## src/rtl/pc_pkg.sv

```systemverilog
// Shared types and helpers for the program-counter / return-stack slice.
package pc_pkg;

  typedef enum logic [2:0] {
    PC_HOLD,
    PC_INC,
    PC_LOAD,
    PC_CALL,
    PC_RET,
    PC_BRANCH
  } pc_cmd_e;

  localparam int unsigned PC_AW     = 13;
  localparam int unsigned PC_DEPTH  = 4;
  localparam int unsigned PC_MAX_AW = 64;

  // Callers pass a zero-extended address and truncate the result back to AW bits.
  function automatic logic [PC_MAX_AW-1:0] next_seq(input logic [PC_MAX_AW-1:0] pc);
    return pc + PC_MAX_AW'(1);
  endfunction

endpackage

```

## src/rtl/pc_return_stack.sv

```systemverilog
// LIFO of return addresses with sticky overflow/underflow flag; contents are never reset.
module pc_return_stack
  import pc_pkg::*;
#(
  parameter int unsigned AW    = PC_AW,
  parameter int unsigned DEPTH = PC_DEPTH
) (
  input  logic                       clk,
  input  logic                       rst_n,
  input  logic                       push,
  input  logic                       pop,
  input  logic [AW-1:0]              wdata,
  output logic [AW-1:0]              rdata,
  output logic                       full,
  output logic                       empty,
  output logic [$clog2(DEPTH+1)-1:0] depth,
  output logic                       err
);

  localparam int unsigned DW = $clog2(DEPTH + 1);
  localparam int unsigned IW = (DEPTH > 1) ? $clog2(DEPTH) : 1;

  logic [AW-1:0] ram [DEPTH];
  logic [DW-1:0] sp;
  logic [IW-1:0] wr_idx;
  logic [IW-1:0] rd_idx;

  assign full   = (sp == DW'(DEPTH));
  assign empty  = (sp == '0);
  assign depth  = sp;
  assign wr_idx = IW'(sp);
  assign rd_idx = IW'(sp - DW'(1));
  assign rdata  = ram[rd_idx];

  // Pop outranks push so a stray simultaneous request behaves like a plain return.
  always_ff @(posedge clk or negedge rst_n) begin
    if (!rst_n) begin
      sp  <= '0;
      err <= 1'b0;
    end else if (pop) begin
      if (empty) err <= 1'b1;
      else       sp  <= sp - DW'(1);
    end else if (push) begin
      if (full)  err <= 1'b1;
      else       sp  <= sp + DW'(1);
    end
  end

  always_ff @(posedge clk) begin
    if (push && !pop && !full) ram[wr_idx] <= wdata;
  end

endmodule

```

## src/rtl/pc_stack_unit.sv

```systemverilog
// Program counter with call/return stack. Define PC_REL_BRANCH_EN to add the
// signed relative-branch path (ports branch, br_offset; parameter OW).
module pc_stack_unit
  import pc_pkg::*;
#(
  parameter int unsigned AW         = PC_AW,
  parameter int unsigned DEPTH      = PC_DEPTH,
  parameter logic [AW-1:0] RESET_ADDR = '0
`ifdef PC_REL_BRANCH_EN
  ,
  parameter int unsigned OW         = 8
`endif
) (
  input  logic                       clk,
  input  logic                       rst_n,
  input  logic                       pc_en,
  input  logic                       load_pc,
  input  logic                       call,
  input  logic                       ret,
`ifdef PC_REL_BRANCH_EN
  input  logic                       branch,
  input  logic [OW-1:0]              br_offset,
`endif
  input  logic [AW-1:0]              ir_addr,
  output logic [AW-1:0]              pc_addr,
  output logic                       stack_full,
  output logic                       stack_empty,
  output logic                       stack_err,
  output logic [$clog2(DEPTH+1)-1:0] depth
);

  pc_cmd_e       cmd;
  logic [AW-1:0] seq_addr;
  logic [AW-1:0] ret_addr;

  assign seq_addr = AW'(next_seq(PC_MAX_AW'(pc_addr)));

  always_comb begin
    cmd = PC_HOLD;
    if (pc_en) begin
      if (ret)          cmd = PC_RET;
      else if (call)    cmd = PC_CALL;
      else if (load_pc) cmd = PC_LOAD;
`ifdef PC_REL_BRANCH_EN
      else if (branch)  cmd = PC_BRANCH;
`endif
      else              cmd = PC_INC;
    end
  end

  pc_return_stack #(
    .AW    (AW),
    .DEPTH (DEPTH)
  ) u_stack (
    .clk   (clk),
    .rst_n (rst_n),
    .push  (cmd == PC_CALL),
    .pop   (cmd == PC_RET),
    .wdata (seq_addr),
    .rdata (ret_addr),
    .full  (stack_full),
    .empty (stack_empty),
    .depth (depth),
    .err   (stack_err)
  );

  // Faulting call/ret leave pc_addr on the offending instruction.
  always_ff @(posedge clk or negedge rst_n) begin
    if (!rst_n) begin
      pc_addr <= RESET_ADDR;
    end else begin
      case (cmd)
        PC_INC:  pc_addr <= seq_addr;
        PC_LOAD: pc_addr <= ir_addr;
        PC_CALL: if (!stack_full)  pc_addr <= ir_addr;
        PC_RET:  if (!stack_empty) pc_addr <= ret_addr;
`ifdef PC_REL_BRANCH_EN
        PC_BRANCH: pc_addr <= pc_addr + AW'($signed(br_offset));
`endif
        default: ;
      endcase
    end
  end

endmodule
```

## config.mk

```make
export PLATFORM = sky130hd
export DESIGN_NAME = pc_stack_unit
export DESIGN_NICKNAME = d
export VERILOG_FILES = /design/src/rtl/pc_pkg.sv /design/src/rtl/pc_return_stack.sv /design/src/rtl/pc_stack_unit.sv
export SDC_FILE = /design/constraint.sdc
export NUM_CORES = 1
export LEC_CHECK = 0
export ABC_AREA = 1
export CAP_MARGIN = 20
export CORE_ASPECT_RATIO = 1.2
export CORE_MARGIN = 2
export CORE_UTILIZATION = 30
export DETAILED_ROUTE_END_ITERATION = 8
export PLACE_DENSITY = 0.59
export SYNTH_ARGS = -nofsm -noshare
export SYNTH_HDL_FRONTEND = slang
export SYNTH_SLANG_ARGS = --single-unit
```

## constraint.sdc

```tcl
create_clock -name clk -period 3.45 [get_ports clk]
set_input_delay 0.69 -clock clk [delete_from_list [all_inputs] [get_ports clk]]
set_output_delay 0.69 -clock clk [all_outputs]
set_load 0.01 [all_outputs]
```

* Word level (Yosys, flattened, before mapping)
Memory sizes are Yosys's and may differ from the RTL's. Cells that the tools add are included.
Word-level totals: bits in writable memories 52, output and inout port bits 19, bits in latches 0, ROM bits 0, memories kept 1, logic and storage cells 44, flip-flop bits (word level) 17, bits of input ports 19
Memory list:
- u_stack.ram | depth 4, width 13, rd ports 1, clocked after memory_dff 0, write ports 1, RTL line pc_return_stack.sv:23 | logic [AW-1:0] ram [DEPTH];
Cells by class: mux-type cells 17, bitwise logic cells 0, shift-type cells 0, add/sub/neg operators 3, reduce and logical (&&, ||, !) cells 11, div/mod/pow operators 0, equal/unequal tests 9, magnitude comparators 0, $mul 0
Operator list (number):
- 13-bit one-hot mux with 4 select lines | 1
- 13-bit two-way mux | 2
- 3-bit two-way mux | 6
- 13-bit by 1-bit adder with 13-bit output, second input constant | 1
- 3-bit AND reduction | 3
- 3-bit by 2-bit == test with 1-bit output, second input constant | 2
- 3-bit == test, second input constant | 2
- 1-bit two-way mux | 6
- 2-bit inequality test, second input constant | 3
- 2-bit two-way mux | 2
- 2-bit nonzero test | 2
- 4-bit nonzero test | 1
- 3-bit by 1-bit adder with 3-bit output, second input constant | 1
- 3-bit by 1-bit == test with 1-bit output, second input constant | 1
- 3-bit zero test | 1
- 3-bit by 1-bit subtractor with 3-bit output, second input constant | 1
- 1-bit logical AND | 2
- 1-bit zero test | 2
- 2-bit by 1-bit inequality test with 1-bit output, second input constant | 1

* Depth between registers and ports, before layout
Gate-level depths: netlist of the first run.
depth in word-level cells 10, depth in mapped cells 12, mapped depth without buffers 10

* By module
A second synthesis of the first run with hierarchy kept.
Unflattened totals: cells, all modules 355, area, all modules 3412.0 um^2
Modules (own cells, without submodules):
- pc_return_stack | sequential area each 1661.6 um^2, area each 2289.7 um^2, cells an instance 169, instances 1
- pc_stack_unit | sequential area each 325.3 um^2, area each 1122.3 um^2, cells an instance 186, instances 1

* Worst setup path after synthesis of the first run
Ideal clock, no wire load.
path type register to register, start register u_stack.sp[0], in the netlist u_stack.depth[0], end memory u_stack.ram[1][0] (netlist name) (enable), buffers on the path 2, stages on the path, launching flop included 8, library setup time 0.382 ns, data required time 3.068 ns, clock period less this slack 2.294 ns, arrival 1.912 ns, setup slack 1.156 ns, path through dfrtp_1 -> buf_2 -> inv_2 -> buf_2 -> ha_1 -> nand2_1 -> nand3_1 -> nor2_1
Between the ends: cells in the longest elaborated chain, start to end 5
Ends and longest elaborated chain:
- start: declaration | RTL line pc_return_stack.sv:24 | logic [DW-1:0] sp;
- start signal: assignment | RTL line pc_return_stack.sv:42 | else sp <= sp - DW'(1);
- start signal: assignment | RTL line pc_return_stack.sv:45 | else sp <= sp + DW'(1);
- 3-bit == test | RTL line pc_return_stack.sv:28 | assign full = (sp == DW'(DEPTH));
- 1-bit zero test | RTL line pc_return_stack.sv:50 | if (push && !pop && !full) ram[wr_idx] <= wdata;
- 1-bit logical AND | RTL line pc_return_stack.sv:50
- 1-bit two-way mux | RTL line pc_return_stack.sv:50
- 1-bit two-way mux (implied by the code) | RTL line pc_return_stack.sv:50
- end: declaration | RTL line pc_return_stack.sv:23
Parallel ways exist; a longest one is shown, timed or not.

* Final worst setup path of the first run
start register u_stack.sp[0], in the netlist u_stack.depth[0], end output port stack_full
Between the ends: cells in the longest elaborated chain, start to end 1
Ends and longest elaborated chain:
- 3-bit == test | RTL line pc_return_stack.sv:28
- end: declaration | RTL line pc_stack_unit.sv:26 | output logic stack_full,
Every way passes these cells.

==> summary.txt, run 1 <==
Layout
  • Fill count: 1155
  • Share of cells above drive strength 1: 0.120
  • Area grow syn2layout: 24.5%
  • Ant. Diodes: 0
  • Layout Cells excl Fill: 574
  • Final layout net count: 437

Timing
  • Tcrit/Tclk final: 0.817
  • Fmax: 355 MHz
  • Worst Max-Slew Pin Slew: ~0.95 ns
  • Max-slew violations: 0
  • RSZ-0062 raised after global routing: no
  • Final hold violation count: 0
  • Final setup fails: 0
  • Total Neg Setup Slack: 0 ns
  • Final min period: around 2.8 ns
  • Max-slew headroom: 0.366
  • Layout Skew: 0.00741 ns

Logic synthesis
  • Syn nets: about 390
  • Synth Register Bits: 69
  • Post-synth cell types: 31
  • Synth Flop Type: edfxtp_1
  • Mux contribution to synthesized area: 0
  • Avg Synthesized Cell Area: 9.42 sq um
  • Largest family of logic cells by synthesized area: simple AND/OR/NAND/NOR gates
  • Post-synth EDFFs: 52
  • Synth area leader: edfxtp_1
  • Synth area leaders: edfxtp_1 45%, nand2_1 13%, dfrtp_1 12%
  • Synth top area share: 0.449
  • Sequential area share after synthesis: 0.572
  • Synth Cell Area: 3470 sq um
  • Async set-reset flop share out of synthesis: 0.246
  • Post-Synth Simple-Gate Area: 0.293
  • Synth warn: 0
  • Post-synthesis xor/xnor area fraction: 0.0126
  • Cells after Synth: 369
  • Synth Area in Compound Gates: 0.0465
  • Adder-Cell Fraction of Synth Area: 0.0216

Routing
  • Routed wl met2: 4280 microns
  • 1st-iter DRT viols: 163
  • DR top layer: met4
  • Total number of vias: about 2600
  • DR vias/cell: 4.57
  • Wire length on met3: a little under 400 microns
  • WL final: 8660 microns
  • Antenna violation net count after detailed routing: 0
  • Post-Route M1 WL: 3850 microns
  • Drc violations: 0
  • Wire per inst: between 15 and 20 microns
  • 1st-pass router iterations: 7

Clock network
  • Total CTS buffers: 9
  • Clk slew on worst S/H paths: 0.05 ns
  • Hold_buf cts: 0
  • Gates resized, CTS repair: 0
  • Postcts setup bufs: 0
  • CTS root buf: clkbuf_16
  • CTS sink cnt: 69
  • Clk buf depth: 2
  • Clk_lat worst skew: 0.34 ns
  • TritonCTS clock tree: built
  • Max H-tree Level: 3

Global routing
  • Number of global-route vias before repair: 2619
  • First-pass GRT wire length: 14100 microns
  • Largest net degree at the start of global routing: 31
  • GR Util All Layers: 0.153
  • Gr ovfl total: 0
  • Initial antenna violation count: 0

Setup path
  • Critical Path Fanout Max: 29
  • Setup crit start kind: flip-flop
  • Critical path class: reg2out
  • Critical path required time: 2.76 ns
  • Crit end category: primary output
  • WP data arrival: 2.13 ns

Place
  • Dpl hpwl: 5920 microns
  • Final GP Congestion: approximately 0.8
  • Placed Cells: 558
  • Buffers on Ports: 37

Die
  • I/O pin count: 38
  • Initial core utilization: 0.305
  • Rows: 43
  • Die area: 12500 sq um
  • Die span in x: 102 microns
  • Core area: 11400 sq um
  • Die H: 122 microns

Pwr
  • Pleak: roughly 0.0017 uW
  • Power Dens Cells: 863 nW/um^2
  • Maximum vdd drop: 0.262 mV

Flow run
  • Max-cap viol count: 0

Outcome
  • Status: completed

Min path
  • Min-delay worst type: reg2reg
==> final cells by class <==
type	instances	area (sq um)	share of cell area
inverter	26	100	0.0231
multi-input combinational	263	1300	0.301
clock buffer	12	256	0.0593
timing repair buffer	43	415	0.0960
clock inverter	4	70.1	0.0162
sequential	69	1990	0.459
tap	157	196	0.0454
==> cell usage after synthesis, types with 3 or more instances <==
| cell type | count |
|---|---|
| nor2_2 | 8 |
| xor2_1 | 3 |
| nand3_1 | 43 |
| nor2_1 | 38 |
| buf_2 | 6 |
| inv_1 | 21 |
| nand2_1 | 117 |
| a21oi_1 | 15 |
| dfrtp_1 | 17 |
| nand2_2 | 3 |
| a21oi_2 | 5 |
| edfxtp_1 | 52 |
| nand4_1 | 5 |
| and2_1 | 3 |
| nor2_4 | 3 |
| ha_1 | 6 |
| inv_2 | 4 |
==> critical path, stage by stage (launching register included) <==
cell and delay, ns:
dfrtp_1 0.38, inv_2 0.39, ha_1 0.28, nand2_1 0.08, inv_1 0.11, clkdlybuf4s50_1 0.54
==> worst paths after layout <==
kind | end | slack [ns] | depth (start not counted) | startpoint
worst max-delay path | stack_full | 0.63 | 5 | u_stack.depth[0]
worst min-delay path | u_stack.err | 0.46 | 2 | u_stack.err
worst max register to register | pc_addr[7] | 1.10 | 9 | u_stack.depth[0]
max in group asynchronous | pc_addr[10] | 1.98 | 1 | rst_n
min in group asynchronous | u_stack.depth[0] | 0.88 | 1 | rst_n
worst min register to register | u_stack.err | 0.46 | 2 | u_stack.err
==> power by group <==
part,total (uW),internal (uW),switching [uW]
Combinational,1430,533,898
Clock,1000,669,331
Sequential,1300,1140,161
==> layout by cell type, fill, tap and decap left out, types with 4 or more instances in the layout <==
cell type	synthesis	final
a21oi_1	15	15
a21oi_2	5	5
buf_4	2	6
clkbuf_16	0	9
clkdlybuf4s50_1	0	37
dfrtp_1	17	17
edfxtp_1	52	52
ha_1	6	6
inv_1	21	21
inv_2	4	4
nand2_1	117	117
nand3_1	43	43
nand4_1	5	5
nor2_1	38	38
nor2_2	8	8
==> sequential cells by signal, indices dropped and copies added (netlist names) <==
name,count
pc_addr,13
u_stack.depth,3
u_stack.err,1
u_stack.ram,52
==> cell families (layout without fill, tap and decap cells) <==
logic type                 after synthesis  after routing
AOI/OAI and AO/OA                       26             26
DFF                                     69             69
xor gates and xnor gates                 5              5
buffers and inverters                   37             85
adders and majority gates                6              6
and+or+nand+nor                        226            226
==> layer usage <==
layer / up-vias / track usage
li1: 1312 / -
met1: 1238 / 0.191
met2: 63 / 0.255
met3: 8 / 0.0321
met4: 0 / 0.0633
met5: - / 0
==> per-stage QoR <==
stage	setup WS (ns)	area [sq um]	power (uW)	hold WS (ns)	utilization
5_1_grt	0.500	4330	4000	0.505	0.379
2_1_floorplan	1.16	3470	2220	0.394	-
3_3_place_gp	0.989	4000	2730	0.450	0.351
3_5_place_dp	0.980	4000	2760	0.455	0.351
4_1_cts	0.611	4330	3770	0.467	0.379
6_report	0.632	4330	3730	0.460	0.379
Power figures use the tool's default switching activity.
==> inputs of run 2 (changes only) <==
--- a/config.mk
+++ b/config.mk
@@ -11,7 +11,7 @@
 export CORE_MARGIN = 2
 export CORE_UTILIZATION = 30
 export DETAILED_ROUTE_END_ITERATION = 8
-export PLACE_DENSITY = 0.59
+export PLACE_DENSITY = 0.61
 export SYNTH_ARGS = -nofsm -noshare
 export SYNTH_HDL_FRONTEND = slang
 export SYNTH_SLANG_ARGS = --single-unit
==> constraint.sdc (replaced) <==
create_clock -name clk -period 2.4 [get_ports clk]
set_input_delay 0.48 -clock clk [delete_from_list [all_inputs] [get_ports clk]]
set_output_delay 0.48 -clock clk [all_outputs]
set_load 0.01 [all_outputs]
==> run 2 against run 1 <==
  * First-iteration DRC count decreased by 4.9%
  * Cell count increased by 0.35%
  * Sequential power increased by 44%
  * Flip-flop and latch count unchanged
  * Register-to-register slack got worse by 0.59 ns
  * Design area decreased by 0.38%
  * Clock power increased by 30%
  * Wire length decreased by 2.3%
  * Sequential share of layout area increased by 0.17 points
  * Die area unchanged
  * Global-route usage decreased by 0.64 points
==> summary.txt, run 2 (synthesis results as in run 1) <==
Outcome
  • Status: completed

Timing
  • Max-slew violations: 0 (unchanged)
  • Tcrit/Tclk final: 0.952
  • Total Neg Setup Slack: 0 ns (unchanged)
  • Layout Skew: 0.00790 ns (+0.000487 ns)
  • Fmax: ~440 MHz
  • Setup WS post-layout: 0.114 ns (-0.517 ns)
  • Final hold violation count: 0 (unchanged)
  • Final min period: 2.29 ns
  • Worst Max-Slew Pin Slew: 0.449 ns (-0.498 ns)
  • RSZ-0062 raised after global routing: no
  • Max-slew headroom: 0.698 (+0.332)
  • Final setup fails: 0 (unchanged)

Min path
  • Hold path cells: 2 (unchanged)
  • Min-delay worst type: reg2reg
  • Hold Path Sink: u_stack.err
  • Worst Min Path Start: u_stack.err

Clock network
  • CTS sink cnt: 69 (unchanged)
  • Clk_lat worst skew: 0.33 ns (about the same)
  • Clk slew on worst S/H paths: 0.05 ns (about the same)
  • TritonCTS clock tree: built
  • Postcts setup bufs: 0 (unchanged)
  • CTS root buf: clkbuf_16
  • Clk buf depth: 2 (unchanged)
  • Total CTS buffers: 9 (unchanged)
  • Max H-tree Level: 3 (unchanged)

Place
  • Final GP Congestion: 0.825 (+3.4%)
  • Dpl hpwl: 5920 microns (about the same)
  • Buffers on Ports: 37 (unchanged)
  • Placed Cells: 560 (+0.36%)
  • Pre-CTS setup slack: 0.285 ns (-0.695 ns)
  • Post-DP Area: 4010 sq um (+0.38%)

Setup path
  • Critical Path Fanout Max: 4 (-86%)
  • Setup crit start kind: flip-flop
  • R2r setup slk: 0.51 ns (-0.59 ns)
  • WP data arrival: 1.81 ns (-0.32 ns)
  • Critical path required time: 1.92 ns (-0.84 ns)
  • CP Launch Point: u_stack.depth[1]
  • R2R Path Start: u_stack.depth[1]
  • Critical path class: reg2out
  • Crit end category: primary output
  • Worst r2r dst: pc_addr[9]
  • Worst reg2reg path depth: 8 (-1)

Layout
  • Most frequent cells in the layout: 117 x nand2_1, 52 x edfxtp_1, 43 x nand3_1, 38 x nor2_1, 36 x clkdlybuf4s50_1
  • Share of cells above drive strength 1: 0.124 (+0.00420)
  • Final layout net count: 439 (+0.46%)
  • Area grow syn2layout: 24.0%
  • Most common cell after layout, fill and taps aside: nand2_1
  • Sequential cell area: 1990 sq um (unchanged)
  • Max reg flops: 52 (unchanged)
  • Register with the most flip-flops: u_stack.ram
  • Layout Cells excl Fill: 576 (+0.35%)
  • Ant. Diodes: 0 (unchanged)
  • Fill count: 1166 (+0.95%)
  • Area of the multi-input gates: 1300 sq um (unchanged)
  • Fin area: 4310 sq um (-0.38%)

Global routing
  • Number of global-route vias before repair: 2603 (-0.61%)
  • Gr ovfl total: 0 (unchanged)
  • Largest net degree at the start of global routing: 31 (unchanged)
  • GR Util All Layers: 0.146 (-0.00640)
  • Initial antenna violation count: 0 (unchanged)
  • First-pass GRT wire length: 13400 microns (-5.0%)

Die
  • Core area: 11400 sq um (unchanged)
  • Die span in x: 102 microns (unchanged)
  • Rows: 43 (unchanged)
  • Initial core utilization: 0.305 (unchanged)
  • Die area: 12500 sq um (unchanged)
  • Die H: 122 microns (unchanged)
  • I/O pin count: 38 (unchanged)

Routing
  • 1st-pass router iterations: 4 (-3)
  • Drc violations: 0 (unchanged)
  • DR vias/cell: 4.52 (-0.92%)
  • WL final: 8470 microns (-2.3%)
  • 1st-iter DRT viols: 155 (-4.9%)
  • Total number of vias: 2606 (-0.57%)
  • Wire per inst: 14.7 microns (-2.6%)
  • Antenna violation net count after detailed routing: 0 (unchanged)

Pwr
  • Pleak: 0.00176 uW (+0.61%)
  • Power Dens Cells: 1210 nW/um^2 (+41%)
  • Maximum vdd drop: 0.353 mV (+35%)

Flow run
  • Max-cap viol count: 0 (unchanged)
[run 2: cell count changes in the layout (fill, tap and decap cells not counted)]
cell / delta
clkinv_2: +2
buf_4: +2
bufinv_16: -1
clkdlybuf4s50_1: -1
clkbuf_8: -1
dlymetal6s2s_1: +1
[run 2: final cells by class]
cell class | instances | share of cell area
clock buffers | 11 | 0.0563
clock inverters | 5 | 0.0116
inverters | 26 | 0.0232
multi-input cells | 263 | 0.302
flip-flops and latches | 69 | 0.461
well taps | 157 | 0.0456
repair buffers | 45 | 0.100
[run 2: metrics by stage]
stage | power, uW | hold slack [ns] | utilization
2_1_floorplan | 3190 | 0.184 | -
3_3_place_gp | 3920 | 0.454 | 0.352
3_5_place_dp | 3980 | 0.451 | 0.352
4_1_cts | 5300 | 0.463 | 0.378
5_1_grt | 5590 | 0.509 | 0.378
6_report | 5240 | 0.456 | 0.378
[run 2: what timing repair did]
action | in CTS | in global routing
hold buffers | 0 | 0
resized for setup | 0 | 1
endpoints found under the setup margin | 0 | 1
[run 2: worst max path at each step]
stage	to	slack, ns	cells after the start
2_1_floorplan	u_stack.ram[1][0]	0.11	7
3_3_place_gp	pc_addr[3]	0.30	8
3_5_place_dp	u_stack.ram[2][10]	0.29	6
4_1_cts	stack_full	0.09	5
5_1_grt	stack_full	0.0008	5
6_report	stack_full	0.11	5
[run 2: report_power, final]
group	internal (uW)	leakage, uW	switching [uW]
sequential	1640	0.000661	228
clock	824	0.000149	474
combinational	780	0.000946	1290
total	3240	0.00176	1990
[run 2: worst max-delay path, stage by stage, from the launching register on]
cell and delay, ns:
dfrtp_1 0.41, inv_1 0.13, ha_1 0.20, nand2_1 0.08
inv_1 0.11, clkdlybuf4s50_1 0.55
[run 2: routing by layer]
metal  part of all wire  global-route usage
met1               0.43               0.172
met2               0.51               0.259
met3              0.039              0.0264
met4              0.019              0.0625
met5                  0                   0
==> inputs of run 3 (changes only) <==
--- a/config.mk
+++ b/config.mk
@@ -9,9 +9,9 @@
 export CAP_MARGIN = 20
 export CORE_ASPECT_RATIO = 1.2
 export CORE_MARGIN = 2
-export CORE_UTILIZATION = 30
+export CORE_UTILIZATION = 51
 export DETAILED_ROUTE_END_ITERATION = 8
-export PLACE_DENSITY = 0.61
+export PLACE_DENSITY = 0.83
 export SYNTH_ARGS = -nofsm -noshare
 export SYNTH_HDL_FRONTEND = slang
 export SYNTH_SLANG_ARGS = --single-unit
==> run 3 against run 2 <==
  * Cell count is 13% lower
  * Non-clock buffer count stayed put
  * Design area is 3.8% lower
  * Clock power down 21%
  * Count of clock-buffer cells in the layout decreased by 2
  * Sequential share of layout area grew 1.8 points
  * Hold slack improved by 0.012 ns
  * Critical path depth unchanged
  * Flip-flop and latch count did not move
  * Largest cell class unchanged
  * Largest power group unchanged
  * Highest routed layer unchanged
==> summary.txt, run 3 (synthesis results as in run 1) <==
Layout
  • Most common cell after layout, fill and taps aside: nand2_1
  • Final layout net count: 439 (unchanged)
  • Ant. Diodes: 0 (unchanged)
  • Finished Core Util: 0.635 (+0.257)
  • Max reg flops: 52 (unchanged)
  • Share of cells above drive strength 1: 0.129 (+0.00477)
  • Most frequent cells in the layout: 117 x nand2_1, 52 x edfxtp_1, 43 x nand3_1, 38 x nor2_1, 37 x clkdlybuf4s50_1
  • Area grow syn2layout: 19.3%
  • Register with the most flip-flops: u_stack.ram

Setup path
  • Slowest stage delay, CP: 0.55 ns (about the same)
  • Crit end category: primary output
  • CP max-delay cell: clkdlybuf4s50_1
  • WP data arrival: 1.82 ns (about the same)
  • Critical path class: reg2out
  • CP Cell Sequence: inv_2 > ha_1 > nand2_1 > inv_1 > clkdlybuf4s50_1
  • Critical path required time: 1.92 ns (about the same)
  • Setup crit start kind: flip-flop
  • Critical Path Fanout Max: 4 (unchanged)

Routing
  • Wire per inst: 16.0 microns (+8.8%)
  • 1st-pass router iterations: 5 (+1)
  • Drc violations: 0 (unchanged)
  • Antenna violation net count after detailed routing: 0 (unchanged)
  • Total number of vias: 2708 (+3.9%)
  • DR vias/cell: 5.37 (+19%)
  • 1st-iter DRT viols: 199 (+28%)
  • WL final: 8060 microns (-4.8%)

Global routing
  • Number of global-route vias before repair: 2672 (+2.7%)
  • First-pass GRT wire length: 12900 microns (-3.4%)
  • Largest net degree at the start of global routing: 31 (unchanged)
  • Initial antenna violation count: 0 (unchanged)
  • Gr ovfl total: 0 (unchanged)
  • GR Util All Layers: 0.234 (+0.0876)

Timing
  • RSZ-0062 raised after global routing: no
  • Total Neg Setup Slack: 0 ns (unchanged)
  • Final setup fails: 0 (unchanged)
  • Layout Skew: 0.0158 ns (+0.00793 ns)
  • Worst Max-Slew Pin Slew: 0.450 ns (+0.00125 ns)
  • Fmax: 434 MHz (-0.68%)
  • Final min period: 2.30 ns (+0.0158 ns)
  • Tcrit/Tclk final: 0.959 (+0.00657)
  • Max-slew headroom: 0.698 (-0.000838)
  • Final hold violation count: 0 (unchanged)
  • Max-slew violations: 0 (unchanged)

Pwr
  • Clock share of power: 0.207 (-0.041)
  • Pleak: 0.00170 uW (-3.3%)
  • Gate power share: 0.419 (+0.024)
  • Maximum vdd drop: 0.729 mV (+110%)
  • Power Dens Cells: 1200 nW/um^2 (-1.3%)
  • Int Power: 3010 uW (-7.3%)
  • Switch Pwr: 1960 uW (-1.4%)
  • Sequential Power Share: 0.374 (+0.017)
  • Sw frac: 0.395 (+0.0147)

Die
  • Core area: 6530 sq um (-43%)
  • Die H: 94.4 microns (-23%)
  • Initial core utilization: 0.532 (+0.228)
  • I/O pin count: 38 (unchanged)
  • Rows: 32 (-26%)
  • Die span in x: 79.4 microns (-22%)
  • Die area: 7490 sq um (-40%)

Clock network
  • Hold_buf cts: 0 (unchanged)
  • Clk_lat worst skew: 0.35 ns (+0.02 ns)
  • CTS sink cnt: 69 (unchanged)
  • Gates resized, CTS repair: 0 (unchanged)
  • CTS root buf: clkbuf_8
  • Clk slew on worst S/H paths: 0.08 ns (+0.03 ns)
  • Total CTS buffers: 9 (unchanged)
  • Clk buf depth: 2 (unchanged)
  • Postcts setup bufs: 0 (unchanged)
  • Max H-tree Level: 3 (unchanged)
  • TritonCTS clock tree: built

Place
  • Final GP Congestion: 0.826 (+0.21%)
  • Buffers on Ports: 37 (unchanged)
  • Dpl hpwl: 5510 microns (-7.0%)

Flow run
  • Max-cap viol count: 0 (unchanged)

Outcome
  • Status: completed

Min path
  • Min-delay worst type: in2async
-- run 3: final timing paths --
path	end	from	depth (start not counted)	slack [ns]
worst max-delay path	stack_full	u_stack.depth[1]	5	0.1
worst min register to register	u_stack.err	u_stack.err	2	0.48
max in group asynchronous	pc_addr[6]	rst_n	2	1.70
worst max register to register	pc_addr[7]	u_stack.depth[1]	8	0.45
min in group clk	u_stack.err	u_stack.err	2	0.48
worst min-delay path	u_stack.depth[1]	rst_n	2	0.47
-- run 3: layout make-up --
cell class                 instances  area [sq um]
timing repair buffer              45           430
tap                               85           106
clock buffer                       9           124
sequential                        69          1990
inverter                          26           100
multi-input combinational        263          1300
fill                             522          2380
clock inverter                     7          97.6
-- run 3: metrics by stage --
| stage | hold WS [ns] | area [sq um] | std cells | setup WS (ns) | total power, uW |
|---|---|---|---|---|---|
| global route | 0.485 | 4150 | 504 | 0.0165 | 5280 |
| CTS | 0.468 | 4150 | 504 | 0.0674 | 4970 |
| floorplan | 0.184 | 3470 | 369 | 0.106 | 3190 |
| global placement | 0.452 | 3920 | 488 | 0.343 | 3850 |
| detailed placement | 0.470 | 3920 | 488 | 0.282 | 3930 |
| finish | 0.468 | 4150 | 504 | 0.0984 | 4970 |
-- run 3: power by group through the flow --
stage,Combinational [uW],Sequential (uW),Clock (uW)
floorplan,1300,1890,0
global placement,1980,1870,0
detailed placement,2060,1870,0
CTS,2080,1860,1040
global route,2300,1890,1090
finish,2080,1860,1030
-- run 3: critical path, delay by kind of cell, from the launching register on --
kind                       cells  cell delay (ns)
buffers and inverters          3             0.77
adders and majority gates      1             0.18
and+or+nand+nor                1             0.08
DFF                            1             0.45
-- run 3: per-layer routing --
metal,wire length (microns),GRT usage,share of wire
met3,480,0.0402,0.060
met2,4080,0.403,0.51
met4,162,0.124,0.020
met5,0,0,0
met1,3340,0.280,0.41
